### src/rtl/packet_receiver_pkg.sv
// Shared packet-format constants and receive FSM state encoding,
// common to packet_receiver and packet_sender.
package packet_receiver_pkg;

    localparam int IDX_SRC  = 0;
    localparam int IDX_DST  = 1;
    localparam int IDX_SIZE = 2;
    localparam int IDX_DATA = 3;

    localparam int SIZE_BITS = 3;
    localparam logic [SIZE_BITS-1:0] SIZE_MASK = 3'b111;

    typedef enum logic [2:0] {
        ST_IDLE = 3'd0,
        ST_DST  = 3'd1,
        ST_SIZE = 3'd2,
        ST_DATA = 3'd3,
        ST_CRC  = 3'd4,
        ST_DROP = 3'd5
    } pkt_state_e;

endpackage

### src/rtl/packet_receiver_crc.sv
// Running XOR check-byte accumulator: load on SRC, fold in header/data bytes,
// compare against the received check byte.
module pkt_crc_acc #(
    parameter int UWIDTH = 8
) (
    input  logic              clk,
    input  logic              rst,
    input  logic              load_i,
    input  logic              acc_i,
    input  logic [UWIDTH-1:0] byte_i,
    output logic              match_o
);

    logic [UWIDTH-1:0] crc_q;

    always_ff @(posedge clk or negedge rst) begin
        if (!rst) begin
            crc_q <= '0;
        end else if (load_i) begin
            crc_q <= byte_i;
        end else if (acc_i) begin
            crc_q <= crc_q ^ byte_i;
        end
    end

    assign match_o = (crc_q == byte_i);

endmodule

### src/rtl/packet_receiver.sv
// Packet receiver: parses SRC/DST/SIZE/DATA/CRC byte stream into a buffer slot,
// committing with winc on a good check byte and flagging crc/truncation/drop events.
module packet_receiver #(
    parameter int UWIDTH    = 8,
    parameter int PTR_IN_SZ = 4
) (
    input  logic                 clk,
    input  logic                 rst,
    input  logic                 packet_valid,
    input  logic [UWIDTH-1:0]    packet_in,
    input  logic                 wfull,
    output logic                 we,
    output logic [PTR_IN_SZ-1:0] waddr_out,
    output logic [UWIDTH-1:0]    wdata,
    output logic                 winc,
    output logic                 crc_err,
    output logic                 trunc_err,
    output logic                 drop
);

    import packet_receiver_pkg::*;

    pkt_state_e           state_q;
    logic [SIZE_BITS-1:0] cnt_q;
    logic                 we_q;
    logic [PTR_IN_SZ-1:0] waddr_q;
    logic [UWIDTH-1:0]    wdata_q;
    logic                 winc_q;
    logic                 crc_err_q;
    logic                 trunc_err_q;
    logic                 drop_q;

    logic crc_load;
    logic crc_acc;
    logic crc_match;

    // The check byte itself is never folded in, so the compare in CRC sees SRC..DATA only.
    assign crc_load = (state_q == ST_IDLE) && packet_valid && !wfull;
    assign crc_acc  = packet_valid &&
                      ((state_q == ST_DST) || (state_q == ST_SIZE) || (state_q == ST_DATA));

    pkt_crc_acc #(.UWIDTH(UWIDTH)) u_crc (
        .clk     (clk),
        .rst     (rst),
        .load_i  (crc_load),
        .acc_i   (crc_acc),
        .byte_i  (packet_in),
        .match_o (crc_match)
    );

    always_ff @(posedge clk or negedge rst) begin
        if (!rst) begin
            state_q     <= ST_IDLE;
            cnt_q       <= '0;
            we_q        <= 1'b0;
            waddr_q     <= '0;
            wdata_q     <= '0;
            winc_q      <= 1'b0;
            crc_err_q   <= 1'b0;
            trunc_err_q <= 1'b0;
            drop_q      <= 1'b0;
        end else begin
            we_q        <= 1'b0;
            winc_q      <= 1'b0;
            crc_err_q   <= 1'b0;
            trunc_err_q <= 1'b0;
            drop_q      <= 1'b0;
            case (state_q)
                ST_IDLE: begin
                    if (packet_valid) begin
                        if (wfull) begin
                            drop_q  <= 1'b1;
                            state_q <= ST_DROP;
                        end else begin
                            we_q    <= 1'b1;
                            waddr_q <= PTR_IN_SZ'(IDX_SRC);
                            wdata_q <= packet_in;
                            state_q <= ST_DST;
                        end
                    end
                end
                ST_DROP: begin
                    if (!packet_valid) begin
                        state_q <= ST_IDLE;
                    end
                end
                ST_DST, ST_SIZE, ST_DATA, ST_CRC: begin
                    if (!packet_valid) begin
                        trunc_err_q <= 1'b1;
                        state_q     <= ST_IDLE;
                    end else begin
                        we_q    <= 1'b1;
                        wdata_q <= packet_in;
                        case (state_q)
                            ST_DST: begin
                                waddr_q <= PTR_IN_SZ'(IDX_DST);
                                state_q <= ST_SIZE;
                            end
                            ST_SIZE: begin
                                waddr_q <= PTR_IN_SZ'(IDX_SIZE);
                                cnt_q   <= packet_in[SIZE_BITS-1:0] & SIZE_MASK;
                                state_q <= ST_DATA;
                            end
                            ST_DATA: begin
                                waddr_q <= waddr_q + 1'b1;
                                if (cnt_q != '0) begin
                                    cnt_q <= cnt_q - 1'b1;
                                end else begin
                                    state_q <= ST_CRC;
                                end
                            end
                            ST_CRC: begin
                                waddr_q <= waddr_q + 1'b1;
                                if (crc_match) begin
                                    winc_q <= 1'b1;
                                end else begin
                                    crc_err_q <= 1'b1;
                                end
                                state_q <= ST_IDLE;
                            end
                            default: state_q <= ST_IDLE;
                        endcase
                    end
                end
                default: state_q <= ST_IDLE;
            endcase
        end
    end

    assign we        = we_q;
    assign waddr_out = waddr_q;
    assign wdata     = wdata_q;
    assign winc      = winc_q;
    assign crc_err   = crc_err_q;
    assign trunc_err = trunc_err_q;
    assign drop      = drop_q;

endmodule

### config.mk
export PLATFORM = sky130hd
export DESIGN_NAME = packet_receiver
export DESIGN_NICKNAME = d
export VERILOG_FILES = /design/src/rtl/packet_receiver_pkg.sv /design/src/rtl/packet_receiver_crc.sv /design/src/rtl/packet_receiver.sv
export SDC_FILE = /design/constraint.sdc
export NUM_CORES = 1
export LEC_CHECK = 0
export CORE_UTILIZATION = 35
export DETAILED_ROUTE_END_ITERATION = 16
export SKIP_LAST_GASP = 1
export SYNTH_ARGS = -nofsm -noshare
export SYNTH_HDL_FRONTEND = slang
export SYNTH_SLANG_ARGS = --single-unit
### constraint.sdc
create_clock -name clk -period 1.6 [get_ports clk]
set_clock_uncertainty 0.05 [all_clocks]
set_input_delay 0.32 -clock clk [delete_from_list [all_inputs] [get_ports clk]]
set_output_delay 0.32 -clock clk [all_outputs]
set_load 0.005 [all_outputs]
==> qor.csv <==
metric,value,unit
number of unique standard cell types used by synthesis,39,
area grow syn2layout,50.0,%
vias per cell,4.85,
number of clock buffers inserted by TritonCTS,5,
CTS tree,yes,
top-count cell post-synth,dfrtp_1,
relative slew slack,0.713,
Clock Sink Count,31,
Crit path arrival time,1.83,ns
flop and latch count out of synthesis,31,
mux contribution to synthesized area,0.0658,
endpoint type of the worst setup path,flip-flop,
effective utilization at floorplan,0.374,
Final Cycle Share,1.06,
Maximum Capacitance Violations,0,
ranking of synthesized cells by instance count,"31 x dfrtp_1, 20 x nand2_1, 16 x xor2_1, 9 x mux2_2, 8 x a21oi_1",
Clock Power Share,0.256,
share of the core filled with cells,0.562,
total number of H-tree levels,2,
Synth async-reset ratio,1.00,
I/O pin count,29,
largest fanout of any net on the critical path,4,
worst setup path category,reg2reg,
final net count,218,
post-synth top area share,0.504,
"Cell Chain, Critical Path",or4b_4 -> nand3_4 -> buf_12 -> mux2_4,
placement row count,23,
setup repair after global routing missed its margin,true,
final worst path period need,1.70,ns
final estimated routing congestion in global placement,0.799,
area share of and/or/nand/nor cells after synthesis,0.174,
Slowest Stage Delay on Critical Path,0.60,ns
minimum setup slack in the final design,-0.0996,ns
antenna fix cells,0,
count of warnings emitted by yosys,0,
total standard cell area after synthesis,1540,µm²
Via Count,1232,
post-synthesis xor/xnor area fraction,0.0910,
post-synthesis average cell area,10.8,µm²
Post-Synthesis Net Count,157,
clock transition at the registers of the reported paths,0.07,ns
number of buffers on the longest clock path,2,
ANT nets after route,0,
critical path's slowest cell,or4b_4,
Post-Synth Adder-Cell Area,0.0244,
number of detailed-route iterations in the first pass,2,
portion of total power attributed to sequential cells,0.374,
net switching fraction of the power,0.306,
actual transition at the worst max-transition pin,0.426,ns
failing checks,setup timing,
PwrDens,1370,nW/µm²
leakage power figure,1.09,nW
portion of the post-synthesis area used by sequential elements,0.504,
Peak Freq,588,MHz
GR Overflow Total,0,
CTS Root Cell,clkbuf_8,
"Hold-fix buffers, CTS",0,
largest net degree at the start of global routing,32,
Port-buffer cells,28,
wire length of the first global-routing pass,6050,µm
Internal Power,2.19,mW
core area,4120,µm²
worst min-delay path category,in2async,
top_reg_cell synth,dfrtp_1,
combinational power share,0.370,
crit path launch type,flip-flop,
hold violation count in the final report,0,
required time at the worst-slack endpoint,1.73,ns
Switch Pwr,0.964,mW
detailed-route wire length,3730,µm
Total Routing Usage GR,0.184,
Die X,68.3,µm
fraction of final layout cells sized beyond drive strength 1,0.328,
run status,"complete, but fails checks",
Layout fillers,355,
IR Drop Worst-Case VDD,0.529,mV
total power consumption of the routed design,3.16,mW
DRC errors left,0,
iteration-0 DRC count of the detailed router,45,
routed len/inst,14.7,µm
cell types with the largest area share after synthesis,"dfrtp_1 50%, xor2_1 9.1%, mux2_2 6.6%, nand2_1 4.9%, a21oi_1 2.6%",
vias in the first global route,1236,
Post-synth EDFFs,0,
Max Slew Vio Count,0,
combinational family with the most area after synthesis,simple AND/OR/NAND/NOR gates,
number of antenna violations at the first check in global routing,0,
Syn Inst Count,142,
detailed placer's ending HPWL,2460,µm
Die ar.,4670,µm²
die boundary height,68.3,µm
"area leader, netlist",dfrtp_1,
Finish-stage setup viols,10,
clock latency reported for the late side of the worst-skew pair,0.29,ns
share of the synthesized area in compound gates (AO/OA/AOI/OAI),0.0999,
state kept, by name (all words and copies together) (netlist names):
register / count
u_crc.crc_q: 8
we: 1
cnt_q: 3
waddr_out: 4
crc_err: 1
drop: 1
winc: 1
trunc_err: 1
wdata: 8
state_q: 3
through the flow:
stage               setup slack [ns]  hold WS, ns  cell area (µm²)  TNS (ns)  std cells
floorplan                    -0.0200      -0.0256             1560   -0.0799        142
global placement              -0.398        0.418             2020     -7.09        236
detailed placement            -0.440        0.430             2020     -7.80        236
CTS                          -0.0980        0.400             2190    -0.728        246
global route                  -0.115        0.442             2310     -1.43        254
finish                       -0.0996        0.385             2310    -0.643        254
cell usage in the layout, fill, tap and decap left out, types with 2 or more instances in the layout:
cell type        instances
clkdlybuf4s50_1         25
mux2_4                   8
dlygate4sd2_1            2
nand2_1                 13
buf_4                   27
buf_6                    3
dfrtp_1                 31
o21a_1                   2
o211ai_1                 3
clkbuf_8                 6
xor2_1                  15
o21ai_0                  3
nor4_1                   2
inv_1                    6
nand2_2                  7
nor2b_1                  2
a21oi_1                  7
nor2_1                   2
a21o_1                   2
nand3_1                  3
nand2b_1                 2
ha_1                     3
nand3_4                  2
final timing paths:
| kind | start | end | slack (ns) | cells after the start |
|---|---|---|---|---|
| min | rst | waddr_out[3]$_DFFE_PN0P_ | 0.39 | 2 |
| max reg2reg | state_q[0]$_DFFE_PN0P_ | wdata[7]$_DFFE_PN0P_ | -0.1 | 4 |
| min in group clk | cnt_q[1]$_DFFE_PN0P_ | cnt_q[1]$_DFFE_PN0P_ | 0.44 | 1 |
| max in group asynchronous | rst | cnt_q[0]$_DFFE_PN0P_ | 0.82 | 2 |
| max | state_q[0]$_DFFE_PN0P_ | wdata[7]$_DFFE_PN0P_ | -0.1 | 4 |
| min reg2reg | cnt_q[1]$_DFFE_PN0P_ | cnt_q[1]$_DFFE_PN0P_ | 0.44 | 1 |
layer usage:
layer | global-route usage | vias up | wire, µm
met5 | 0 | - | 0
met4 | 0.0703 | 0 | 57
met3 | 0.0567 | 5 | 131
met2 | 0.297 | 22 | 1870
met1 | 0.227 | 595 | 1670
li1 | - | 610 | -
worst max-delay path: cells and delay by family, from the launching register on:
kind / cells / cell delay [ns]
buf+inv: 1 / 0.13
flops: 1 / 0.39
mux: 1 / 0.30
simple gates: 2 / 0.73
final cells by class:
| type | instances | area [µm²] | share of cell area |
|---|---|---|---|
| Timing Repair Buffer | 59 | 537 | 0.232 |
| Clock buffer | 6 | 82.6 | 0.0357 |
| Inverter | 6 | 22.5 | 0.00975 |
| Multi-Input combinational cell | 100 | 796 | 0.344 |
| Tap cell | 50 | 62.6 | 0.0271 |
| Sequential cell | 31 | 776 | 0.336 |
| Clock inverter | 2 | 35.0 | 0.0152 |
cell families (layout without fill, tap and decap cells):
family | count (synthesis) | count (layout)
XOR/XNOR | 16 | 16
AO/OA/AOI/OAI | 24 | 24
multiplexers | 9 | 9
flip-flops | 31 | 31
adder cells (fa/ha/maj) | 3 | 3
AND/OR/NAND/NOR | 47 | 48
buffers and inverters | 12 | 73
power by group through the flow:
| stage | sequential [mW] | combinational [mW] | clock [mW] |
|---|---|---|---|
| after floorplan | 1.17 | 0.570 | 0 |
| after global placement | 1.17 | 0.956 | 0 |
| final | 1.18 | 1.17 | 0.808 |
| after global routing | 1.21 | 1.30 | 0.870 |
| after detailed placement | 1.19 | 0.993 | 0 |
| after CTS | 1.17 | 1.07 | 0.827 |
timing repair:
item / CTS / global route
setup buffers: 1 / 8
gates resized for setup: 12 / 13
setup endpoints to repair: 14 / 24
pin swaps: 5 / 15
gates cloned: 1 / 0
(Power assumes the default switching activity.)
